## src/rtl/axi_llc_write_unit_if.sv

```systemverilog
// Bus bundle for the LLC write unit.
// Groups the descriptor input, the W beat input, the B beat output, the
// data-way write request and the line-unlock request/grant into one
// interface.
//   slave  : view used by axi_llc_write_unit
//   master : view used by the surrounding logic (dispatcher, way arbiter, AXI port)
interface axi_llc_write_unit_if #(
    parameter int unsigned IdWidth           = 4,
    parameter int unsigned AddrWidth         = 32,
    parameter int unsigned DataWidth         = 64,
    parameter int unsigned IndexLength       = 4,
    parameter int unsigned BlockOffsetLength = 3,
    parameter int unsigned WayIndWidth       = 2
);
    localparam int unsigned StrbWidth = DataWidth / 8;

    // descriptor
    logic [WayIndWidth-1:0]       desc_way_ind;
    logic [IndexLength-1:0]       desc_index_partition;
    logic [AddrWidth-1:0]         desc_addr;
    logic [7:0]                   desc_len;
    logic [2:0]                   desc_size;
    logic [1:0]                   desc_burst;
    logic [IdWidth-1:0]           desc_id;
    logic [1:0]                   desc_resp;
    logic                         desc_last;
    logic                         desc_valid;
    logic                         desc_ready;
    // W beats
    logic [DataWidth-1:0]         w_data;
    logic [StrbWidth-1:0]         w_strb;
    logic                         w_last;
    logic                         w_valid;
    logic                         w_ready;
    // B beats
    logic [IdWidth-1:0]           b_id;
    logic [1:0]                   b_resp;
    logic                         b_valid;
    logic                         b_ready;
    // data-way write request
    logic [1:0]                   way_cache_unit;
    logic                         way_we;
    logic [WayIndWidth-1:0]       way_ind;
    logic [IndexLength-1:0]       way_line_addr;
    logic [BlockOffsetLength-1:0] way_blk_offset;
    logic [DataWidth-1:0]         way_data;
    logic [StrbWidth-1:0]         way_be;
    logic                         way_valid;
    logic                         way_ready;
    // line unlock
    logic [IndexLength-1:0]       unlock_index;
    logic [WayIndWidth-1:0]       unlock_way_ind;
    logic                         unlock_req;
    logic                         unlock_gnt;

    modport slave (
        input  desc_way_ind, desc_index_partition, desc_addr, desc_len, desc_size,
               desc_burst, desc_id, desc_resp, desc_last, desc_valid,
        output desc_ready,
        input  w_data, w_strb, w_last, w_valid,
        output w_ready,
        output b_id, b_resp, b_valid,
        input  b_ready,
        output way_cache_unit, way_we, way_ind, way_line_addr, way_blk_offset,
               way_data, way_be, way_valid,
        input  way_ready,
        output unlock_index, unlock_way_ind, unlock_req,
        input  unlock_gnt
    );

    modport master (
        output desc_way_ind, desc_index_partition, desc_addr, desc_len, desc_size,
               desc_burst, desc_id, desc_resp, desc_last, desc_valid,
        input  desc_ready,
        output w_data, w_strb, w_last, w_valid,
        input  w_ready,
        input  b_id, b_resp, b_valid,
        output b_ready,
        input  way_cache_unit, way_we, way_ind, way_line_addr, way_blk_offset,
               way_data, way_be, way_valid,
        output way_ready,
        input  unlock_index, unlock_way_ind, unlock_req,
        output unlock_gnt
    );
endinterface

```

## src/rtl/axi_llc_write_unit.sv

```systemverilog
// LLC write unit: takes a write descriptor, turns every W beat into one
// masked data-SRAM write to the descriptor's way/line, then releases the
// line lock and (on the last descriptor of an AXI burst) queues a B beat.
// Ports:
//   clk_i  : clock, rising edge
//   rst_ni : asynchronous reset, active low
//   test_i : FIFO test mode (no clock gating here, so it has no effect)
//   bus    : descriptor / W / B / way request / unlock bundle (slave view)
//
//   state  | meaning
//   IDLE   | waiting for a descriptor
//   BUSY   | moving W beats to the data way (or draining them on error)
//   FINISH | unlocking the line and pushing B, both in the same cycle
module axi_llc_write_unit #(
    parameter int unsigned ByteOffsetLength  = 3,
    parameter int unsigned BlockOffsetLength = 3,
    parameter int unsigned IndexLength       = 4,
    parameter int unsigned IdWidth           = 4,
    parameter int unsigned AddrWidth         = 32,
    parameter int unsigned DataWidth         = 64,
    parameter int unsigned WayIndWidth       = 2,
    parameter bit          CachePartition    = 1'b1,
    parameter int unsigned BFifoDepth        = 2
) (
    input logic                 clk_i,
    input logic                 rst_ni,
    input logic                 test_i,
    axi_llc_write_unit_if.slave bus
);
    localparam logic [1:0] WChanUnit  = 2'd2;
    localparam logic [1:0] BurstFixed = 2'b00;
    localparam logic [1:0] RespOkay   = 2'b00;
    localparam int unsigned PtrWidth  = (BFifoDepth > 1) ? $clog2(BFifoDepth) : 1;
    localparam int unsigned CntWidth  = $clog2(BFifoDepth + 1);

    typedef enum logic [1:0] {IDLE, BUSY, FINISH} state_t;
    state_t state_q, state_d;

    logic [WayIndWidth-1:0] way_ind_q;
    logic [IndexLength-1:0] part_q;
    logic [AddrWidth-1:0]   addr_q;
    logic [7:0]             len_q;
    logic [2:0]             size_q;
    logic [1:0]             burst_q;
    logic [IdWidth-1:0]     id_q;
    logic [1:0]             resp_q;
    logic                   last_q;

    logic desc_load, beat_xfer, b_push, b_pop, b_full, resp_ok;
    logic [AddrWidth-1:0]   num_bytes, next_addr;
    logic [IndexLength-1:0] line_addr;

    logic [IdWidth-1:0]  b_id_mem   [BFifoDepth];
    logic [1:0]          b_resp_mem [BFifoDepth];
    logic [PtrWidth-1:0] wr_ptr_q, rd_ptr_q;
    logic [CntWidth-1:0] cnt_q;

    // w_last is deliberately ignored: the descriptor length decides the beat count.
    logic unused_ok;
    assign unused_ok = ^{test_i, bus.w_last};

    assign resp_ok   = (resp_q == RespOkay);
    assign num_bytes = AddrWidth'(1) << size_q;
    assign next_addr = (addr_q + num_bytes) & ~(num_bytes - AddrWidth'(1));

    if (CachePartition) begin : g_line_part
        assign line_addr = part_q;
    end else begin : g_line_index
        assign line_addr = addr_q[ByteOffsetLength+BlockOffsetLength +: IndexLength];
    end

    assign bus.way_cache_unit = WChanUnit;
    assign bus.way_we         = 1'b1;
    assign bus.way_ind        = way_ind_q;
    assign bus.way_line_addr  = line_addr;
    assign bus.way_blk_offset = addr_q[ByteOffsetLength +: BlockOffsetLength];
    assign bus.way_data       = bus.w_data;
    assign bus.way_be         = bus.w_strb;
    assign bus.unlock_index   = line_addr;
    assign bus.unlock_way_ind = way_ind_q;

    always_comb begin
        state_d        = state_q;
        desc_load      = 1'b0;
        beat_xfer      = 1'b0;
        b_push         = 1'b0;
        bus.desc_ready = 1'b0;
        bus.w_ready    = 1'b0;
        bus.way_valid  = 1'b0;
        bus.unlock_req = 1'b0;
        case (state_q)
            IDLE: begin
                bus.desc_ready = 1'b1;
                if (bus.desc_valid) begin
                    desc_load = 1'b1;
                    state_d   = BUSY;
                end
            end
            BUSY: begin
                if (resp_ok) begin
                    // Beat and SRAM write must handshake together.
                    bus.way_valid = bus.w_valid;
                    bus.w_ready   = bus.way_ready;
                    beat_xfer     = bus.w_valid & bus.way_ready;
                end else begin
                    bus.w_ready = 1'b1;
                    beat_xfer   = bus.w_valid;
                end
                if (beat_xfer && (len_q == 8'd0)) begin
                    state_d = FINISH;
                end
            end
            FINISH: begin
                bus.unlock_req = resp_ok;
                // A grant is only taken once the B push can also happen.
                if ((!resp_ok || bus.unlock_gnt) && (!last_q || !b_full)) begin
                    b_push  = last_q;
                    state_d = IDLE;
                end
            end
            default: state_d = IDLE;
        endcase
    end

    always_ff @(posedge clk_i or negedge rst_ni) begin
        if (!rst_ni) begin
            state_q   <= IDLE;
            way_ind_q <= '0;
            part_q    <= '0;
            addr_q    <= '0;
            len_q     <= '0;
            size_q    <= '0;
            burst_q   <= '0;
            id_q      <= '0;
            resp_q    <= '0;
            last_q    <= 1'b0;
        end else begin
            state_q <= state_d;
            if (desc_load) begin
                way_ind_q <= bus.desc_way_ind;
                part_q    <= bus.desc_index_partition;
                addr_q    <= bus.desc_addr;
                len_q     <= bus.desc_len;
                size_q    <= bus.desc_size;
                burst_q   <= bus.desc_burst;
                id_q      <= bus.desc_id;
                resp_q    <= bus.desc_resp;
                last_q    <= bus.desc_last;
            end else if (beat_xfer && (len_q != 8'd0)) begin
                len_q <= len_q - 8'd1;
                if (burst_q != BurstFixed) begin
                    addr_q <= next_addr;
                end
            end
        end
    end

    // B response FIFO, registered output (no fall-through).
    assign b_full      = (cnt_q == CntWidth'(BFifoDepth));
    assign bus.b_valid = (cnt_q != '0);
    assign bus.b_id    = b_id_mem[rd_ptr_q];
    assign bus.b_resp  = b_resp_mem[rd_ptr_q];
    assign b_pop       = bus.b_valid & bus.b_ready;

    always_ff @(posedge clk_i or negedge rst_ni) begin
        if (!rst_ni) begin
            for (int i = 0; i < int'(BFifoDepth); i++) begin
                b_id_mem[i]   <= '0;
                b_resp_mem[i] <= '0;
            end
            wr_ptr_q <= '0;
            rd_ptr_q <= '0;
            cnt_q    <= '0;
        end else begin
            if (b_push) begin
                b_id_mem[wr_ptr_q]   <= id_q;
                b_resp_mem[wr_ptr_q] <= resp_q;
                wr_ptr_q <= (wr_ptr_q == PtrWidth'(BFifoDepth - 1)) ? '0 : wr_ptr_q + PtrWidth'(1);
            end
            if (b_pop) begin
                rd_ptr_q <= (rd_ptr_q == PtrWidth'(BFifoDepth - 1)) ? '0 : rd_ptr_q + PtrWidth'(1);
            end
            case ({b_push, b_pop})
                2'b10:   cnt_q <= cnt_q + CntWidth'(1);
                2'b01:   cnt_q <= cnt_q - CntWidth'(1);
                default: cnt_q <= cnt_q;
            endcase
        end
    end
endmodule
```

## src/flat_wrapper.sv

```systemverilog
// flat-port wrapper written by rule: the top's interface ports become plain ports
module axi_llc_write_unit_flat 
#(
    parameter int unsigned ByteOffsetLength  = 3,
    parameter int unsigned BlockOffsetLength = 3,
    parameter int unsigned IndexLength       = 4,
    parameter int unsigned IdWidth           = 4,
    parameter int unsigned AddrWidth         = 32,
    parameter int unsigned DataWidth         = 64,
    parameter int unsigned WayIndWidth       = 2,
    parameter bit          CachePartition    = 1'b1,
    parameter int unsigned BFifoDepth        = 2
)
  (clk_i, rst_ni, test_i, bus_desc_way_ind, bus_desc_index_partition, bus_desc_addr, bus_desc_len, bus_desc_size, bus_desc_burst, bus_desc_id, bus_desc_resp, bus_desc_last, bus_desc_valid, bus_desc_ready, bus_w_data, bus_w_strb, bus_w_last, bus_w_valid, bus_w_ready, bus_b_id, bus_b_resp, bus_b_valid, bus_b_ready, bus_way_cache_unit, bus_way_we, bus_way_ind, bus_way_line_addr, bus_way_blk_offset, bus_way_data, bus_way_be, bus_way_valid, bus_way_ready, bus_unlock_index, bus_unlock_way_ind, bus_unlock_req, bus_unlock_gnt);
  axi_llc_write_unit_if #(.IdWidth(IdWidth), .AddrWidth(AddrWidth), .DataWidth(DataWidth), .IndexLength(IndexLength), .BlockOffsetLength(BlockOffsetLength), .WayIndWidth(WayIndWidth)) bus_i ();
  input logic clk_i;
  input logic rst_ni;
  input logic test_i;
  input wire logic [$bits(bus_i.desc_way_ind)-1:0] bus_desc_way_ind;
  input wire logic [$bits(bus_i.desc_index_partition)-1:0] bus_desc_index_partition;
  input wire logic [$bits(bus_i.desc_addr)-1:0] bus_desc_addr;
  input wire logic [$bits(bus_i.desc_len)-1:0] bus_desc_len;
  input wire logic [$bits(bus_i.desc_size)-1:0] bus_desc_size;
  input wire logic [$bits(bus_i.desc_burst)-1:0] bus_desc_burst;
  input wire logic [$bits(bus_i.desc_id)-1:0] bus_desc_id;
  input wire logic [$bits(bus_i.desc_resp)-1:0] bus_desc_resp;
  input wire logic [$bits(bus_i.desc_last)-1:0] bus_desc_last;
  input wire logic [$bits(bus_i.desc_valid)-1:0] bus_desc_valid;
  output wire logic [$bits(bus_i.desc_ready)-1:0] bus_desc_ready;
  input wire logic [$bits(bus_i.w_data)-1:0] bus_w_data;
  input wire logic [$bits(bus_i.w_strb)-1:0] bus_w_strb;
  input wire logic [$bits(bus_i.w_last)-1:0] bus_w_last;
  input wire logic [$bits(bus_i.w_valid)-1:0] bus_w_valid;
  output wire logic [$bits(bus_i.w_ready)-1:0] bus_w_ready;
  output wire logic [$bits(bus_i.b_id)-1:0] bus_b_id;
  output wire logic [$bits(bus_i.b_resp)-1:0] bus_b_resp;
  output wire logic [$bits(bus_i.b_valid)-1:0] bus_b_valid;
  input wire logic [$bits(bus_i.b_ready)-1:0] bus_b_ready;
  output wire logic [$bits(bus_i.way_cache_unit)-1:0] bus_way_cache_unit;
  output wire logic [$bits(bus_i.way_we)-1:0] bus_way_we;
  output wire logic [$bits(bus_i.way_ind)-1:0] bus_way_ind;
  output wire logic [$bits(bus_i.way_line_addr)-1:0] bus_way_line_addr;
  output wire logic [$bits(bus_i.way_blk_offset)-1:0] bus_way_blk_offset;
  output wire logic [$bits(bus_i.way_data)-1:0] bus_way_data;
  output wire logic [$bits(bus_i.way_be)-1:0] bus_way_be;
  output wire logic [$bits(bus_i.way_valid)-1:0] bus_way_valid;
  input wire logic [$bits(bus_i.way_ready)-1:0] bus_way_ready;
  output wire logic [$bits(bus_i.unlock_index)-1:0] bus_unlock_index;
  output wire logic [$bits(bus_i.unlock_way_ind)-1:0] bus_unlock_way_ind;
  output wire logic [$bits(bus_i.unlock_req)-1:0] bus_unlock_req;
  input wire logic [$bits(bus_i.unlock_gnt)-1:0] bus_unlock_gnt;
  assign bus_i.desc_way_ind = bus_desc_way_ind;
  assign bus_i.desc_index_partition = bus_desc_index_partition;
  assign bus_i.desc_addr = bus_desc_addr;
  assign bus_i.desc_len = bus_desc_len;
  assign bus_i.desc_size = bus_desc_size;
  assign bus_i.desc_burst = bus_desc_burst;
  assign bus_i.desc_id = bus_desc_id;
  assign bus_i.desc_resp = bus_desc_resp;
  assign bus_i.desc_last = bus_desc_last;
  assign bus_i.desc_valid = bus_desc_valid;
  assign bus_desc_ready = bus_i.desc_ready;
  assign bus_i.w_data = bus_w_data;
  assign bus_i.w_strb = bus_w_strb;
  assign bus_i.w_last = bus_w_last;
  assign bus_i.w_valid = bus_w_valid;
  assign bus_w_ready = bus_i.w_ready;
  assign bus_b_id = bus_i.b_id;
  assign bus_b_resp = bus_i.b_resp;
  assign bus_b_valid = bus_i.b_valid;
  assign bus_i.b_ready = bus_b_ready;
  assign bus_way_cache_unit = bus_i.way_cache_unit;
  assign bus_way_we = bus_i.way_we;
  assign bus_way_ind = bus_i.way_ind;
  assign bus_way_line_addr = bus_i.way_line_addr;
  assign bus_way_blk_offset = bus_i.way_blk_offset;
  assign bus_way_data = bus_i.way_data;
  assign bus_way_be = bus_i.way_be;
  assign bus_way_valid = bus_i.way_valid;
  assign bus_i.way_ready = bus_way_ready;
  assign bus_unlock_index = bus_i.unlock_index;
  assign bus_unlock_way_ind = bus_i.unlock_way_ind;
  assign bus_unlock_req = bus_i.unlock_req;
  assign bus_i.unlock_gnt = bus_unlock_gnt;
  axi_llc_write_unit #(.ByteOffsetLength(ByteOffsetLength), .BlockOffsetLength(BlockOffsetLength), .IndexLength(IndexLength), .IdWidth(IdWidth), .AddrWidth(AddrWidth), .DataWidth(DataWidth), .WayIndWidth(WayIndWidth), .CachePartition(CachePartition), .BFifoDepth(BFifoDepth)) u_core (.clk_i(clk_i), .rst_ni(rst_ni), .test_i(test_i), .bus(bus_i));
endmodule
```

## config.mk

```make
export PLATFORM = sky130hd
export DESIGN_NAME = axi_llc_write_unit_flat
export DESIGN_NICKNAME = d
export VERILOG_FILES = /design/src/rtl/axi_llc_write_unit_if.sv /design/src/rtl/axi_llc_write_unit.sv /design/src/flat_wrapper.sv
export SDC_FILE = /design/constraint.sdc
export NUM_CORES = 1
export LEC_CHECK = 0
export ABC_CLOCK_PERIOD_IN_PS = 2400
export CORE_AREA = 4 4 107 109
export DETAILED_ROUTE_END_ITERATION = 8
export DIE_AREA = 0 0 111 113
export GPL_ROUTABILITY_DRIVEN = 0
export HOLD_SLACK_MARGIN = 0.15
export PLACE_DENSITY = 0.77
export RECOVER_POWER = 25
export SLEW_MARGIN = 30
export SYNTH_ARGS = -nofsm -noshare
export SYNTH_HDL_FRONTEND = slang
export SYNTH_SLANG_ARGS = --single-unit
```

## constraint.sdc

```tcl
create_clock -name clk_i -period 2.4 [get_ports clk_i]
set_input_delay 0.24 -clock clk_i [delete_from_list [all_inputs] [get_ports clk_i]]
set_output_delay 0.24 -clock clk_i [all_outputs]
set_load 0.005 [all_outputs]
```

==> results of run 1 <==
-- area by class of cell --
type                            count  area [um^2]
Tap cell                          140          175
Clock inverter                      3         28.8
Clock buffer                        5         68.8
Timing Repair Buffer               78          768
Sequential cell                    50         1250
Inverter                            4         15.0
Fill cell                        1111         6980
Multi-Input combinational cell    207         1320
-- final timing paths --
check / start / end / depth (start not counted)
setup / recovery: u_core.len_q[4] / u_core.addr_q[4] / 7
hold / removal: bus_desc_id[3] / u_core.id_q[3] / 3
setup reg to reg: u_core.len_q[4] / u_core.addr_q[4] / 7
hold reg to reg: u_core.cnt_q[1] / u_core.cnt_q[1] / 1
max in group asynchronous: rst_ni / u_core.last_q / 3
min in group asynchronous: rst_ni / u_core.len_q[4] / 2
-- worst reg2reg max path: stages, from the launching register on --
cell and delay, ns:
dfrtp_1 0.44, or4_1 0.56, or4b_4 0.52, buf_4 0.19, o211ai_4 0.14, buf_4 0.17, a21oi_1 0.06, a21oi_1 0.16
-- timing repair --
item / in CTS / in global routing
hold buffers: 1 / 0
endpoints found under the hold margin: 27 / 0
gates resized for setup: 0 / 2
endpoints found under the setup margin: 0 / 2
setup buffers: 0 / 4
-- where the power goes --
part           switching [mW]  total [mW]  internal (mW)
sequential              0.306        1.43           1.13
clock                   0.307       0.523          0.217
combinational           0.674        1.52          0.850
-- through the flow --
stage          utilization [%]  instances
5_1_grt                   34.2        487
3_3_place_gp              32.7        474
3_5_place_dp              32.7        474
2_1_floorplan                -        357
4_1_cts                   33.7        483
6_report                  34.2        487
-- logic make-up after synthesis --
logic type	share of synthesized area (%)
and+or+nand+nor	19.2
buffers and inverters	22.3
DFF	38.0
AOI/OAI and AO/OA	6.50
muxes	7.11
xor gates and xnor gates	3.73
adders and majority gates	2.89
other	0.228
-- per-layer routing --
metal | GRT usage [%] | share of wire (%) | routed length, um
met4 | 4.68 | 2.7 | 189
met5 | 0 | 0 | 0
met3 | 3.42 | 6.4 | 450
met2 | 18.4 | 46 | 3270
met1 | 14.4 | 44 | 3140
-- flip-flops by register name (all words and copies together) (netlist names), 3 cells and up --
name	count
u_core.b_id_mem	8
u_core.id_q	4
u_core.len_q	8
u_core.bus.unlock_index	4
u_core.addr_q	6
u_core.b_resp_mem	4
u_core.size_q	3
-- cells in the final DEF, fill, tap and decap left out, types with 4 or more instances in the layout --
master	Yosys	layout
mux2_2	19	19
nor2_1	12	12
nor3b_1	6	5
nand3_1	9	9
xnor2_1	6	6
a21oi_1	8	8
nor2b_1	4	4
inv_1	4	4
nand2_1	68	68
buf_4	86	11
nand4_1	4	4
clkdlybuf4s50_1	0	63
nor3_1	5	5
clkbuf_8	2	5
ha_1	6	6
xor2_1	8	8
o21ai_0	9	9
nand3b_1	4	4
dfrtp_1	50	50
==> results.tsv, run 1 <==
metric	value	unit
Overflow after GRT	0	
Final Cycle Share	95.7	%
CTS tree	built	
largest area contributor in the netlist	dfrtp_1	
post-synth top area share	38.0	%
Synth-to-Final Area Change	10.2	%
setup TNS	0	ns
Slew Viols, Final	0	
DP Worst Slack	0.0970	ns
ANT cells	0	
register area share after synthesis	38.0	%
number of remaining DRC errors	0	
WHS	0.456	ns
crit path cell chain	or4_1 > or4b_4 > buf_4 > o211ai_4 > buf_4 > a21oi_1 > a21oi_1	
CTS sink cnt	50	
final setup margin	0.104	ns
Final Skew	0.00719	ns
Fin. Hold Viols	0	
DR vias	2261	
final wirelength	7.05	mm
Seq cells post-synth	50	
H-tree levels	2	
number of global-route vias before repair	2408	
Final nets	492	
post-route minimum period	2.30	ns
die area	12500	um^2
Initial Util	31.0	%
first-pass GRT wire length	11.9	mm
Placement Cell Area	3470	um^2
critical path's largest stage delay	0.56	ns
Worst VDD drop	0.000423	V
kind of critical path	reg2reg	
initial antenna violation count	0	
Routed Antenna Nets	0	
Distinct cells, synth	48	
die height	113	um
fraction of registers with async set/reset	100	%
share of layout cells above drive strength 1	14.4	%
CP top delay family	simple AND/OR/NAND/NOR gates	
Pre-Repair DR Iteration Count	4	
crit path launch type	register	
1st-iter DRT viols	44	
row cnt	38	
Ports	240	
Detail Placement HPWL	5.30	mm
crit end category	register	
CTS Buf Count	5	
Design Power	3.48	mW
CTS max path bufs	2	
Least-Margin Pin Slew	0.691	ns
Post-synth EDFFs	0	
Wirelength per Cell	14.5	um
slowest stage cell, crit path	or4_1	
P_leak	1.61	nW
Max Freq	436	MHz
Clock Latency Late Sink	0.30	ns
HP Class	in2reg	
Port Buffers	64	
Worst Path Buf+Inv	2	
design area	3620	um^2
Primary FF master, synth	dfrtp_1	
Syn Inst Count	356	
count leader, synth	buf_4	
most area-consuming cells after synthesis	dfrtp_1, buf_4, nand2_1	
Commonest cells post-synth	buf_4, nand2_1, dfrtp_1	
core area	10600	um^2
status	finished clean	
via/cell ratio	4.64	
Syn Std Cell Area	3290	um^2
Data arrival, critical path	2.53	ns
largest net degree at the start of global routing	29	
CP required	2.63	ns
root buf cell	clkbuf_8	
Yosys Warn Count	0	
peak fanout along the critical path	7	
RSZ-0062 raised after global routing	false	
gr usage total	11.4	%
Clock Pin Slew Worst Setup and Hold Paths	0.10	ns
post-synthesis area per instance	9.24	um^2
Die Wd	111	um
Slew headroom	53.9	%
pwr dens	961	nW/um^2
Final setup viols	0	
FF-to-FF setup slack	0.10	ns
MaxCap Viol Count	0	
Note: power is estimated with default switching activity, not from simulation.
==> run 2: changes to the inputs <==
Settings changed: ABC_CLOCK_PERIOD_IN_PS 2400 to not set.
==> results of run 2 <==
The final DEF is identical to that of run 1; final timing and power are the same.
==> run 3: changes to the inputs <==
Settings changed: CORE_AREA 4 4 107 109 to 2 2 105 107, DIE_AREA 0 0 111 113 to 0 0 107 109, SLEW_MARGIN 30 to not set.
==> run 3 against run 2 <==
Against the previous run: clock-buffer cell count unchanged; register-to-register slack about the same; combinational power about the same; sequential power about the same; critical path type unchanged; largest cell class unchanged; largest power group unchanged.
==> results.tsv, run 3 (same netlist as run 1, synthesis figures left out) <==
metric	value	unit
Final nets	492	
Max Freq	438	MHz
Final Cycle Share	95.1	%
CTS max path bufs	2	
design area	3600	um^2
Final Skew	0.00853	ns
crit end category	register	
core area	10600	um^2
Routed Antenna Nets	0	
Placement Cell Area	3470	um^2
Ports	240	
Synth-to-Final Area Change	9.43	%
via/cell ratio	4.67	
root buf cell	clkbuf_8	
number of remaining DRC errors	0	
Slew headroom	55.7	%
Critical Path End	u_core.addr_q[3]	
status	finished clean	
CTS Buf Count	5	
DR vias	2273	
1st-iter DRT viols	58	
Initial Util	31.0	%
Wirelength per Cell	14.3	um
Worst VDD drop	0.000337	V
share of layout cells above drive strength 1	14.7	%
die height	109	um
capturing point of the worst reg2reg path	u_core.addr_q[3]	
Final setup viols	0	
final wirelength	6.97	mm
worst r2r src	u_core.len_q[4]	
first-pass GRT wire length	11.3	mm
number of global-route vias before repair	2376	
H-tree levels	2	
initial antenna violation count	0	
most common cell after layout, fill and taps aside	nand2_1	
setup TNS	0	ns
FF-to-FF setup slack	0.12	ns
gr usage total	12.0	%
Die Wd	107	um
die area	11700	um^2
most frequent cells in the layout	nand2_1, clkdlybuf4s50_1, dfrtp_1	
Detail Placement HPWL	5.16	mm
Pre-Repair DR Iteration Count	4	
P_leak	1.60	nW
MaxCap Viol Count	0	
Fill cells	1086	
Port Buffers	64	
Clock Latency Late Sink	0.30	ns
Slew Viols, Final	0	
kind of critical path	reg2reg	
ANT cells	0	
Reg2Reg Depth	7	
post-route minimum period	2.28	ns
Fin. Hold Viols	0	
Clock Pin Slew Worst Setup and Hold Paths	0.11	ns
Worst Setup SP	u_core.len_q[4]	
row cnt	38	
CTS tree	built	
Data arrival, critical path	2.48	ns
Least-Margin Pin Slew	0.664	ns
RSZ-0062 raised after global routing	false	
pwr dens	965	nW/um^2
peak fanout along the critical path	9	
Overflow after GRT	0	
crit path launch type	register	
HP Class	in2reg	
Regs by FF count	u_core.b_id_mem x8, u_core.len_q x8, u_core.addr_q x6	
CP required	2.59	ns
largest net degree at the start of global routing	51	
CTS sink cnt	50	
==> run 3: layer usage <==
layer | vias up | track usage [%] | share of wire, %
met5 | - | 0 | 0
met4 | 0 | 2.78 | 1.6
met3 | 18 | 3.47 | 6.6
met2 | 80 | 21.7 | 50
met1 | 1101 | 14.1 | 42
li1 | 1074 | - | -
==> run 3: what timing repair did <==
item                                   in CTS  in global routing
hold buffers                                1                  0
gates resized for setup                     0                  3
buffers inserted                            0                  2
endpoints found under the hold margin      50                  0
setup endpoints to repair                   0                  3
==> run 3: worst max-delay path, cell delays in order, from the launching register on <==
cell      delay, ns
dfrtp_2        0.45
or4_4          0.52
or4b_4         0.53
buf_4          0.19
o211ai_4       0.15
buf_4          0.17
or3_2          0.10
nand3_1        0.06
==> run 3: area by class of cell <==
type	count	area (um^2)	area share, %
Multi-Input combinational cell	207	1320	36.6
Sequential cell	50	1250	34.8
Timing Repair Buffer	78	743	20.6
Tap cell	140	175	4.87
Clock buffer	5	68.8	1.91
Clock inverter	3	28.8	0.799
Inverter	4	15.0	0.417
==> run 3: worst min-delay path by stage <==
stage | endpoint | startpoint | depth (start not counted) | slack (ns)
6_report | u_core.id_q[3] | bus_desc_id[3] | 3 | 0.45
5_1_grt | u_core.id_q[3] | bus_desc_id[3] | 3 | 0.44
4_1_cts | u_core.id_q[3] | bus_desc_id[3] | 3 | 0.44
3_5_place_dp | u_core.addr_q[4] | rst_ni | 2 | 0.41
3_3_place_gp | u_core.addr_q[3] | rst_ni | 2 | 0.39
2_1_floorplan | u_core.addr_q[0] | rst_ni | 0 | -0.06
==> run 3: metrics by stage <==
| step | utilization, % | worst slack (ns) | power (mW) | hold WS (ns) | std cells |
|---|---|---|---|---|---|
| 2_1_floorplan | - | 0.152 | 2.49 | -0.0556 | 357 |
| 3_3_place_gp | 32.7 | 0.116 | 2.85 | 0.395 | 476 |
| 3_5_place_dp | 32.7 | 0.0623 | 2.93 | 0.413 | 476 |
| 4_1_cts | 33.7 | 0.0457 | 3.48 | 0.442 | 485 |
| 5_1_grt | 34.0 | 0.00190 | 3.77 | 0.443 | 487 |
| 6_report | 34.0 | 0.117 | 3.47 | 0.453 | 487 |
==> run 3: report_power, final <==
part / switching, mW / total, mW / internal (mW)
clock network: 0.309 / 0.528 / 0.219
logic: 0.676 / 1.51 / 0.832
registers: 0.308 / 1.44 / 1.13
total: 1.29 / 3.47 / 2.18
